<file path="src/rtl/rx_control.sv">
// rx_control: decodes a byte stream from a UART receiver into operand loads,
// ALU op selection and send requests. Frames are command byte plus payload;
// a frame left idle for TIMEOUT cycles between bytes is aborted.
module rx_control #(
  parameter int unsigned TIMEOUT    = 1_000_000,
  parameter logic [7:0]  CMD_LOAD_A = 8'h01,
  parameter logic [7:0]  CMD_LOAD_B = 8'h02,
  parameter logic [7:0]  CMD_OP     = 8'h03,
  parameter logic [7:0]  CMD_SEND   = 8'h04
) (
  input  logic        clk,
  input  logic        reset,
  input  logic        rx_ready,
  input  logic [7:0]  rx_data,
  output logic [15:0] operand_a,
  output logic [15:0] operand_b,
  output logic [1:0]  alu_ctrl,
  output logic        load_done,
  output logic        send_req,
  output logic        cmd_err,
  output logic        frame_err,
  output logic        frame_busy
);

  // Counter only ever needs to hold 0..TIMEOUT-1.
  localparam int unsigned CW = (TIMEOUT > 2) ? $clog2(TIMEOUT) : 1;
  localparam logic [CW-1:0] LAST = CW'(TIMEOUT - 1);

  typedef enum logic [1:0] {
    IDLE     = 2'd0,
    WAIT_LSB = 2'd1,
    WAIT_MSB = 2'd2,
    WAIT_OP  = 2'd3
  } state_t;

  state_t        state;
  logic [CW-1:0] count;
  logic [7:0]    holding;
  logic          target_b;   // 1 = current load frame targets operand_b

  // Frame FSM with registered outputs; pulses default low every cycle.
  // NOTE: every register here is sequential state, so all assignments are
  // non-blocking; mixing blocking ones would make results order-dependent.
  always_ff @(posedge clk or posedge reset) begin
    if (reset) begin
      state      <= IDLE;
      count      <= '0;
      holding    <= '0;
      target_b   <= 1'b0;
      operand_a  <= '0;
      operand_b  <= '0;
      alu_ctrl   <= '0;
      load_done  <= 1'b0;
      send_req   <= 1'b0;
      cmd_err    <= 1'b0;
      frame_err  <= 1'b0;
      frame_busy <= 1'b0;
    end else begin
      load_done <= 1'b0;
      send_req  <= 1'b0;
      cmd_err   <= 1'b0;
      frame_err <= 1'b0;

      if (state == IDLE) begin
        count <= '0;
        if (rx_ready) begin
          if (rx_data == CMD_LOAD_A || rx_data == CMD_LOAD_B) begin
            target_b   <= (rx_data != CMD_LOAD_A);
            state      <= WAIT_LSB;
            frame_busy <= 1'b1;
          end else if (rx_data == CMD_OP) begin
            state      <= WAIT_OP;
            frame_busy <= 1'b1;
          end else if (rx_data == CMD_SEND) begin
            send_req <= 1'b1;
          end else begin
            cmd_err <= 1'b1;
          end
        end
      end else if (rx_ready) begin
        // A strobe always wins over an expiring timeout.
        count <= '0;
        case (state)
          WAIT_LSB: begin
            holding <= rx_data;
            state   <= WAIT_MSB;
          end
          WAIT_MSB: begin
            if (target_b) operand_b <= {rx_data, holding};
            else          operand_a <= {rx_data, holding};
            load_done  <= 1'b1;
            state      <= IDLE;
            frame_busy <= 1'b0;
          end
          default: begin // WAIT_OP
            if (rx_data[7:2] == 6'd0) begin
              alu_ctrl  <= rx_data[1:0];
              load_done <= 1'b1;
            end else begin
              cmd_err <= 1'b1;
            end
            state      <= IDLE;
            frame_busy <= 1'b0;
          end
        endcase
      end else if (count == LAST) begin
        // TIMEOUT silent cycles: drop the partial frame.
        count      <= '0;
        frame_err  <= 1'b1;
        state      <= IDLE;
        frame_busy <= 1'b0;
      end else begin
        count <= count + 1'b1;
      end
    end
  end

endmodule
</file>
<file path="config.mk">
export PLATFORM = sky130hd
export DESIGN_NAME = rx_control
export DESIGN_NICKNAME = d
export VERILOG_FILES = /design/src/rtl/rx_control.sv
export SDC_FILE = /design/constraint.sdc
export NUM_CORES = 1
export LEC_CHECK = 0
export CELL_PAD_IN_SITES_DETAIL_PLACEMENT = 0
export CELL_PAD_IN_SITES_GLOBAL_PLACEMENT = 2
export CORE_ASPECT_RATIO = 0.5
export CORE_MARGIN = 2
export CORE_UTILIZATION = 40
export CTS_BUF_LIST = sky130_fd_sc_hd__clkbuf_8
export CTS_CLUSTER_SIZE = 16
export DETAILED_ROUTE_END_ITERATION = 6
export PLACE_DENSITY_LB_ADDON = 0.15
export SKIP_LAST_GASP = 1
export SYNTH_ARGS = -nofsm -noshare
export SYNTH_HDL_FRONTEND = slang
export SYNTH_SLANG_ARGS = --single-unit
</file>
<file path="constraint.sdc">
create_clock -name clk -period 6.4 [get_ports clk]
set_clock_uncertainty 0.05 [all_clocks]
set_input_delay 1.92 -clock clk [delete_from_list [all_inputs] [get_ports clk]]
set_output_delay 1.92 -clock clk [all_outputs]
set_load 0.03 [all_outputs]
</file>
==> metrics, run 1 <==
Post-synth top cells dfrtp_1 (70), mux2_2 (40), nor2_1 (17); Die X 128 um; worst skew pair latency between 0.3 and 0.4 ns; setup total negative slack 0 ns; Synth async-reset ratio 1.00; crit path kind in2reg; TritonCTS Buffers 9; vias per cell 5.15; Ys Warns 0; Leak 0.00167 uW; crit-path max FO 4; Tcrit/Tclk final 0.614; hold_buf cts 0; Seq cells post-synth 70; port bufs 49; drt drc 0; RSZ-0062 raised after global routing false; CTS HTree Levels 3; crit-path max cell delay approximately 0.65 ns; Routed WL 6130 um; drt wl/cell 15.6 um; GP Congestion between 0.7 and 0.8; Reg2Reg Depth 5; CTS resizes 0; Cell Area, Synth about 0.003 mm2; outcome complete, no violations; post-CTS setup buffer count 0; count of cell types in the netlist 43; Slew @ Worst Pin roughly 0.9 ns; internal reg-to-reg setup slack 3.97 ns; io pins 50; Mapped Nets about 260; Post-Syn Area per Cell 12.6 um2; post-synthesis mux area share 0.153; GR Overflow Total 0; CTS tree yes; nets 309; initial antenna violation count 0; core area 0.00738 mm2; share of cells above drive strength 1 0.218; starting density of the core 0.417; final setup vio count 0; area grow syn2layout 23.6%; die footprint 0.00844 mm2; Power Density 347 mW/mm2; first-pass GRT wire length 10,200 um; gr usage total 0.162; Hold Crit Depth 1; post-synthesis xor/xnor area fraction 0.0399; Worst Path Required 6.58 ns; leading area contributor after synthesis dfrtp_1; number of fill cells 680; Max IR drop VDD about 0.00027 V; Worst Setup Start Kind input pin; minimum clock period 3.93 ns; num rows 22; drt pass-1 iters 4; clock root buffer clkbuf_8; Highest Clock Rate 254 MHz; Chip Height 66.0 um; Initial DRC Count 111; max-capacitance violation count 0; largest net degree at the start of global routing 46; Max transition margin 0.400; Reg2Reg Launch Point state[0]$_DFFE_PP0P_; CP arrival 4.11 ns; Synth Area in Compound Gates 0.0542; Post-Synth Adder-Cell Area 0.0204; CP Cell Sequence clkdlybuf4s50_1, or4_1, nor3_1, and3_1, mux2_2; simple-gate area share of the yosys netlist 0.129; Hold Slack 0.430 ns; Post-synth EDFFs 0; count leader, synth dfrtp_1; Critical Path End Type register; DPL Wire Length 4150 um; Synth Flop Type dfrtp_1; post-synthesis sequential area ratio 0.570; TritonCTS sink count 70; vias in the first global route around 2,100; Worst R2R End operand_b[14]$_DFFE_PP0P_; Synth area leaders dfrtp_1 (57%), mux2_2 (15%), xor2_1 (3.1%); largest family of logic cells by synthesized area multiplexers; Synth Instances ~240; Worst-path clk slew 0.07 ns; Worst Hold Class reg2reg; max-slew violations 0; final-report hold violation count 0; WHS Endpoint count[0]$_DFF_PP0_; worst hold path startpoint count[0]$_DFF_PP0_; Synth top area share 0.570; routed vias 2,029; Inserted Diodes 0; Detail Route Antenna Nets 0; Max clock buf depth 2; slowest CP cell or4_1
==> per-stage QoR <==
| stage | cells | area [um2] | total power (uW) | util | setup slack, ns |
|---|---|---|---|---|---|
| detailed placement | 378 | 3610 | 1010 | 0.490 | 2.12 |
| finish | 394 | 3800 | 1320 | 0.515 | 2.47 |
| global route | 394 | 3800 | 1400 | 0.515 | 2.33 |
| global placement | 378 | 3610 | 1000 | 0.490 | 2.16 |
| floorplan | 243 | 3070 | 857 | - | 2.66 |
| CTS | 394 | 3800 | 1340 | 0.515 | 2.49 |
==> report_power, final <==
| part | internal (uW) | leakage [uW] | switching, uW | total, uW |
|---|---|---|---|---|
| combinational | 186 | 0.000642 | 224 | 409 |
| sequential | 529 | 0.000938 | 56.2 | 585 |
| clock | 153 | 0.0000889 | 172 | 325 |
==> kinds of logic (layout without fill, tap and decap cells) <==
group	count (synthesis)	in the layout
AO/OA/AOI/OAI	25	25
XOR/XNOR	14	14
adder cells (fa/ha/maj)	5	5
buffers and inverters	18	73
flip-flops	70	70
multiplexers	42	42
AND/OR/NAND/NOR	69	69
==> layout by cell type, fill, tap and decap left out, types with 4 or more instances in the layout <==
| master | instances |
|---|---|
| nand4_1 | 6 |
| nor2_1 | 17 |
| a21oi_1 | 8 |
| ha_1 | 5 |
| or4_1 | 4 |
| and3_1 | 4 |
| inv_1 | 6 |
| clkdlybuf4s50_1 | 49 |
| and4_1 | 5 |
| dfrtp_1 | 70 |
| nand2_1 | 10 |
| o21ai_0 | 5 |
| nand3_1 | 9 |
| xor2_1 | 11 |
| mux2_2 | 40 |
| clkbuf_8 | 10 |
==> flip-flops by register name (all words and copies together) (netlist names), 2 cells and up <==
register,cells
count,20
operand_a,16
operand_b,16
holding,8
alu_ctrl,2
state,2
==> layout make-up <==
class | count | area (um2) | share of cell area
timing repair buffer | 50 | 498 | 0.131
multi-input combinational | 155 | 1220 | 0.321
clock buffer | 10 | 138 | 0.0362
inverter | 7 | 26.3 | 0.00692
clock inverter | 6 | 46.3 | 0.0122
sequential | 70 | 1750 | 0.461
tap | 96 | 120 | 0.0316
==> worst max-delay path: cells and delay by family <==
family,cells,cell delay [ns]
muxes,1,0.34
buffers and inverters,1,0.47
and+or+nand+nor,3,1.37
==> worst max-delay path by stage <==
stage / start / end / slack, ns
global placement: rx_ready / operand_b[5]$_DFFE_PP0P_ / 2.16
detailed placement: rx_ready / operand_b[4]$_DFFE_PP0P_ / 2.12
finish: rx_data[3] / alu_ctrl[1]$_DFFE_PP0P_ / 2.47
global route: rx_ready / operand_b[14]$_DFFE_PP0P_ / 2.33
CTS: rx_ready / operand_b[14]$_DFFE_PP0P_ / 2.49
floorplan: reset / alu_ctrl[0]$_DFFE_PP0P_ / 2.66
==> metal layers <==
metal	share of wire	up-vias	GRT usage	routed length, um
li1	-	962	-	-
met5	0	-	0	0
met4	0.012	0	0.0659	74
met1	0.46	1023	0.197	2830
met2	0.47	36	0.259	2890
met3	0.054	8	0.0672	333
Power figures use the tool's default switching activity.
==> run 2: changes to the inputs <==
CORE_UTILIZATION = 33   (was 40)
clock period = 3.6 ns   (was 6.4 ns; I/O delays follow)
==> metrics, run 2 (same netlist as run 1, synthesis figures left out) <==
routed vias 2,053 (+1.2%); worst skew pair latency 0.35 ns (about the same); placed cells 407 (+7.7%); num rows 24 (+9.1%); Routed WL 6670 um (+8.8%); CTS HTree Levels 3 (unchanged); final-report hold violation count 0 (unchanged); share of cells above drive strength 1 0.239 (+0.0204); Highest Clock Rate roughly 350 MHz; Max transition margin 0.658 (+0.258); Die X 140 um (+9.8%); die footprint 0.0101 mm2 (+20%); Critical Path End Type register; Max IR drop VDD 0.000326 V (+22%); largest net degree at the start of global routing 25 (-46%); core area 0.00889 mm2 (+20%); first-pass GRT wire length 11,500 um (+12%); drt wl/cell 15.8 um (+1.4%); minimum clock period 2.84 ns; io pins 50 (unchanged); Reg with most FFs count; post-CTS setup buffer count 0 (unchanged); crit-path max FO 4 (unchanged); port bufs 49 (unchanged); initial antenna violation count 0 (unchanged); Hold Slack 0.431 ns (+0.000380 ns); starting density of the core 0.346 (-0.0708); flip-flop count of the largest register after layout 20 (unchanged); CTS tree yes; max-capacitance violation count 0 (unchanged); Worst Hold Class reg2reg; drt drc 0 (unchanged); non-filler cells, final 423 (+7.4%); hold_buf cts 0 (unchanged); clock root buffer clkbuf_8; area grow syn2layout 27.5%; Chip Height 72.2 um (+9.5%); vias in the first global route 2,183 (+5.5%); setup total negative slack 0 ns (unchanged); leading cell types in the layout, fill and taps excluded dfrtp_1 (70), clkdlybuf4s50_1 (49), mux2_2 (40); Power Density 625 mW/mm2 (+80%); DPL Wire Length 4550 um (+9.5%); vias per cell 4.85 (-5.8%); commonest non-fill, non-tap cell in the layout dfrtp_1; crit path kind in2reg; Worst-path clk slew 0.08 ns (about the same); CP arrival 3.03 ns (-1.08 ns); Initial DRC Count 76 (-32%); GR Overflow Total 0 (unchanged); Leak 0.00172 uW (+3.0%); gr usage total 0.149 (-0.0129); final setup vio count 0 (unchanged); Inserted Diodes 0 (unchanged); max-slew violations 0 (unchanged); TritonCTS sink count 70 (unchanged); outcome complete, no violations; Worst Setup Start Kind input pin; RSZ-0062 raised after global routing false; Tcrit/Tclk final 0.788; design area 0.00392 mm2 (+3.1%); Detail Route Antenna Nets 0 (unchanged); nets 317 (+2.6%); TritonCTS Buffers 9 (unchanged); Slew @ Worst Pin 0.512 ns (-0.386 ns); Cell Area, Placed 0.00371 mm2 (+2.7%); Max clock buf depth 2 (unchanged); drt pass-1 iters 4 (unchanged); CTS resizes 0 (unchanged); GP Congestion 0.746 (-2.4%); Largest regs count (20), operand_a (16), operand_b (16); Worst Path Required 3.79 ns (-2.79 ns)
run 2: path summary, 6_finish.rpt:
path / from / endpoint / slack (ns) / cells past startpoint
setup / recovery: rx_data[3] / alu_ctrl[1]$_DFFE_PP0P_ / 0.76 / 5
hold / removal: count[0]$_DFF_PP0_ / count[0]$_DFF_PP0_ / 0.43 / 1
setup reg to reg: count[6]$_DFF_PP0_ / count[9]$_DFF_PP0_ / 1.46 / 4
hold reg to reg: count[0]$_DFF_PP0_ / count[0]$_DFF_PP0_ / 0.43 / 1
max in group asynchronous: reset / count[2]$_DFF_PP0_ / 1.81 / 3
min in group asynchronous: reset / operand_a[8]$_DFFE_PP0P_ / 1.02 / 2
run 2: critical path, cell delays in order:
cell and delay (ns):
clkdlybuf4s50_1 0.47, or4_1 0.67, nor3_1 0.25, and3_1 0.23, mux2_2 0.34
run 2: stage by stage:
step / total power [uW] / setup WS, ns / util
after floorplan: 1520 / 0.702 / -
after global placement: 1800 / 0.411 / 0.418
after detailed placement: 1810 / 0.401 / 0.418
after CTS: 2490 / 0.789 / 0.441
after global routing: 2600 / 0.694 / 0.441
final: 2450 / 0.762 / 0.441
run 2: area by class of cell:
cell class              count  area, um2
fillers                   870       4970
flip-flops and latches     70       1750
multi-input cells         155       1220
repair buffers             58        571
well taps                 117        146
clock buffers               9        124
clock inverters             7       80.1
inverters                   7       26.3
run 2: where the power goes:
group	internal [uW]	switching [uW]	total [uW]
clock network	328	336	665
registers	940	97.3	1040
logic	342	403	745
run 2: layer usage:
metal | up-vias | track usage | part of all wire
met4 | 0 | 0.0500 | 0.0084
met1 | 1033 | 0.196 | 0.49
met3 | 5 | 0.0614 | 0.048
met5 | - | 0 | 0
met2 | 32 | 0.227 | 0.46
li1 | 983 | - | -
==> run 3: changes to the inputs <==
CORE_UTILIZATION = 37   (was 33)
clock period = 2.7 ns   (was 3.6 ns; I/O delays follow)
==> metrics, run 3 (same netlist as run 1, synthesis figures left out) <==
TritonCTS Buffers 9 (unchanged); minimum clock period 2.52 ns; die footprint 0.00909 mm2 (-10%); RSZ-0062 raised after global routing false; commonest non-fill, non-tap cell in the layout dfrtp_1; hold_buf cts 0 (unchanged); routed vias 2,109 (+2.7%); vias in the first global route 2,223 (+1.8%); flip-flop count of the largest register after layout 20 (unchanged); num rows 23 (-4.2%); Chip Height 68.4 um (-5.3%); Critical Path End Type register; Worst-path clk slew 0.07 ns (about the same); max-slew violations 0 (unchanged); Leak 0.00175 uW (+1.6%); Worst Hold Class reg2reg; Worst Setup Start Kind input pin; Max IR drop VDD 0.000545 V (+67%); internal reg-to-reg setup slack 0.58 ns (-0.88 ns); share of power burned in combinational logic 0.319 (+0.015); crit path kind in2reg; Inserted Diodes 0 (unchanged); post-CTS setup buffer count 0 (unchanged); CTS resizes 0 (unchanged); core area 0.00803 mm2 (-9.7%); worst hold path startpoint count[0]$_DFF_PP0_; Reg2Reg Launch Point count[6]$_DFF_PP0_; Routed WL 6620 um (-0.76%); clock root buffer clkbuf_8; setup total negative slack 0 ns (unchanged); GR Overflow Total 0 (unchanged); final core occ 0.489 (+0.0486); crit-path max cell delay 0.61 ns (-0.06 ns); drt wl/cell 15.6 um (-1.0%); outcome complete, no violations; Die X 133 um (-5.4%); initial antenna violation count 0 (unchanged); Place WS -0.183 ns (-0.584 ns); DPL Wire Length 4490 um (-1.3%); CP Cell Sequence clkdlybuf4s50_1, or4_1, nor3_1, and3_1, mux2_2; clock power share 0.239 (-0.033); Power Density 797 mW/mm2 (+28%); share of cells above drive strength 1 0.250 (+0.0114); area grow syn2layout 27.9%; CTS tree yes; Hold Crit Depth 1 (unchanged); max-capacitance violation count 0 (unchanged); sequential cell fraction of total power 0.442 (+0.018); TritonCTS sink count 70 (unchanged); gr usage total 0.163 (+0.0134); Detail Route Antenna Nets 0 (unchanged); Worst R2R End count[18]$_DFF_PP0_; final setup vio count 0 (unchanged); post-route setup slack 0.178 ns (-0.584 ns); drt pass-1 iters 4 (unchanged); CTS HTree Levels 3 (unchanged); CP arrival 2.70 ns (-0.33 ns); switching share of total power 0.339 (-0.00270); Max clock buf depth 2 (unchanged); Psw 1060 uW (+27%); io pins 50 (unchanged); final-report hold violation count 0 (unchanged); Reg with most FFs count; WHS Endpoint count[0]$_DFF_PP0_; drt drc 0 (unchanged); nets 323 (+1.9%); Reg2Reg Depth 4 (unchanged); crit-path max FO 4 (unchanged); starting density of the core 0.383 (+0.0370); Initial DRC Count 74 (-2.6%); first-pass GRT wire length 11,100 um (-3.1%); Pint 2070 uW (+28%); GP Congestion 0.736 (-1.3%); Slew @ Worst Pin 0.432 ns (-0.0803 ns); leading cell types in the layout, fill and taps excluded dfrtp_1 (70), clkdlybuf4s50_1 (49), mux2_2 (40); Largest regs count (20), operand_a (16), operand_b (16); Tcrit/Tclk final 0.934; worst skew pair latency 0.34 ns (about the same); largest net degree at the start of global routing 71 (+180%); vias per cell 4.97 (+2.5%); port bufs 49 (unchanged); Worst Path Required 2.88 ns (-0.91 ns); Max transition margin 0.711 (+0.0534); slowest CP cell or4_1; Highest Clock Rate 397 MHz
run 3: worst max-delay path by stage:
stage	start	end	slack (ns)
global route	rx_data[4]	alu_ctrl[0]$_DFFE_PP0P_	0.11
detailed placement	rx_data[4]	alu_ctrl[0]$_DFFE_PP0P_	-0.18
CTS	rx_data[4]	alu_ctrl[0]$_DFFE_PP0P_	0.18
global placement	rx_data[4]	alu_ctrl[0]$_DFFE_PP0P_	-0.09
floorplan	reset	alu_ctrl[0]$_DFFE_PP0P_	0.07
finish	rx_data[4]	alu_ctrl[0]$_DFFE_PP0P_	0.18
run 3: per-stage QoR:
stage,power (uW),hold slack (ns),cell area (um2),instances
2_1_floorplan,2030,0.392,3070,243
3_3_place_gp,2400,0.412,3750,408
3_5_place_dp,2410,0.434,3750,408
4_1_cts,3180,0.445,3930,424
5_1_grt,3330,0.479,3930,424
6_report,3130,0.444,3930,424
run 3: area by class of cell:
| cell class | count | area (um2) |
|---|---|---|
| clock inverter | 6 | 38.8 |
| inverter | 7 | 26.3 |
| timing repair buffer | 64 | 616 |
| sequential | 70 | 1750 |
| multi-input combinational | 155 | 1220 |
| clock buffer | 10 | 138 |
| tap | 112 | 140 |
| fill | 741 | 4100 |
run 3: power groups by stage:
stage	clock network, uW	registers, uW	logic, uW
4_1_cts	783	1390	1010
3_3_place_gp	0	1400	1000
3_5_place_dp	0	1400	1010
2_1_floorplan	0	1630	406
5_1_grt	838	1420	1080
6_report	749	1380	998
run 3: worst max-delay path, delay by kind of cell:
family	cells	cell delay, ns
buffers and inverters	1	0.45
AND/OR/NAND/NOR	3	1.11
multiplexers	1	0.34
run 3: per-layer routing:
metal  track usage  part of all wire
met1         0.186              0.46
met2         0.288              0.49
met3        0.0593             0.045
met4        0.0618             0.011
met5             0                 0
==> RTL edit: new RTL, config.mk and constraints of run 3 <==
Set the parameter `TIMEOUT` to 500_000 (it was 1_000_000).
--- a/src/rtl/rx_control.sv
+++ b/src/rtl/rx_control.sv
@@ -4,3 +4,3 @@
 module rx_control #(
-  parameter int unsigned TIMEOUT    = 1_000_000,
+  parameter int unsigned TIMEOUT    = 500_000,
   parameter logic [7:0]  CMD_LOAD_A = 8'h01,
Behaviour: no difference found for any inputs over 4 cycles, from zero or initial values and one cycle with reset high; that may be too few to reach the edited logic, so the function may still have changed.
==> RTL edit against run 3 <==
Global-route usage up 0.14 points; design area is 0.86% lower; power is essentially flat; first-iteration DRC count grew 11%; synthesized area fell by 2.3%; maximum frequency rose by 6.9%; routed wire length is 3.5% lower; worst hold slack improved by 0.0039 ns; sequential cell count shrank 1; worst setup slack better by 0.16 ns.
==> RTL edit: results (changes against run 3) <==
[outcome]
outcome=finished clean

[final_layout]
drive_gt1_share_pct=24.44  ; -0.56 points
bufAreaShareNonClock_pct=15.61  ; -0.057 points
seqCellArea_um2=1727  ; -1.4%
fill_cells=742  ; +0.13%
multi_input_cells=160  ; +3.2%
top_regs=count (19), operand_a (16), operand_b (16)
fin_nets=326  ; +0.93%
clkbuf_count=9  ; -1
multi_input_area_um2=1220  ; +0.10%

[global_routing]
grt_use_total_pct=16.40  ; +0.14 points
grt_util_met3_pct=6.231  ; +0.31 points
grt_max_degree=70  ; -1.4%
first_global_vias=2131  ; -4.1%
grt.met2_usage_pct=25.99  ; -2.8 points
use_met1_pct=21.03  ; +2.4 points
grt_pass1_wl_um=10980  ; -1.1%

[route]
post_drt_wl_per_cell_um=14.97  ; -4.2%
wl_met2_um=2922  ; -9.1%
vias=2070  ; -1.8%

[power_and_ir_drop]
leakage_nw=1.669  ; -4.4%
irDropWorstVdd_v=0.0002392  ; -56%

[timing]
worstMarginPinSlew_ns=0.7293  ; +0.2972 ns

[synth]
ys_seq_area_share_pct=57.52  ; +0.52 points
yosys-top-cells-area=dfrtp_1 (58%), mux2_2 (16%), xnor2_1 (2.9%)
synth_common_cells=dfrtp_1 (69), mux2_2 (42), nor2_1 (23)
ys_types=37  ; -14%

[placement]
gp_congestion=0.7264  ; -1.4%

[cts]
cts.sinks=69  ; -1.4%

-- RTL edit: path summary, 6_finish.rpt --
path,slack [ns],cells after the start,endpoint
worst min register to register,0.45,1,count[0]$_DFF_PP0_
worst max-delay path,0.34,5,state[1]$_DFFE_PP0P_
worst min-delay path,0.45,1,count[0]$_DFF_PP0_
worst max register to register,0.61,4,count[4]$_DFF_PP0_
min in group asynchronous,0.80,3,frame_err$_DFF_PP0_
max in group asynchronous,1.52,3,holding[5]$_DFFE_PP0P_
-- RTL edit: cell families after synthesis --
family                   after synthesis  share of synthesized area [%]
buffers and inverters                 13                          1.834
multiplexers                          43                          16.09
XOR/XNOR                              16                          4.668
AO/OA/AOI/OAI                         15                          3.544
adder cells (fa/ha/maj)                5                          2.084
flip-flops                            69                          57.52
AND/OR/NAND/NOR                       81                          14.26
-- RTL edit: power by group through the flow --
| stage | combinational (mW) | sequential [mW] | clock (mW) |
|---|---|---|---|
| after floorplan | 0.367 | 1.62 | 0 |
| after global placement | 1.01 | 1.38 | 0 |
| after detailed placement | 1.02 | 1.39 | 0 |
| after CTS | 1.03 | 1.37 | 0.782 |
| after global routing | 1.10 | 1.40 | 0.822 |
| final | 1.02 | 1.37 | 0.751 |
-- RTL edit: stage by stage --
stage	TNS (ns)	hold slack, ns	instance area, um2	instances
3_5_place_dp	-0.02669	0.4367	3721	411
6_report	0	0.4481	3895	427
3_3_place_gp	0	0.4317	3721	411
4_1_cts	0	0.4514	3895	427
2_1_floorplan	0	0.4052	3002	242
5_1_grt	0	0.4733	3895	427
-- RTL edit: worst max-delay path: stages --
cell and delay [ns]:
clkdlybuf4s50_1 0.43, or4b_1 0.58, o311a_1 0.35, a41oi_1 0.18, o311ai_0 0.15
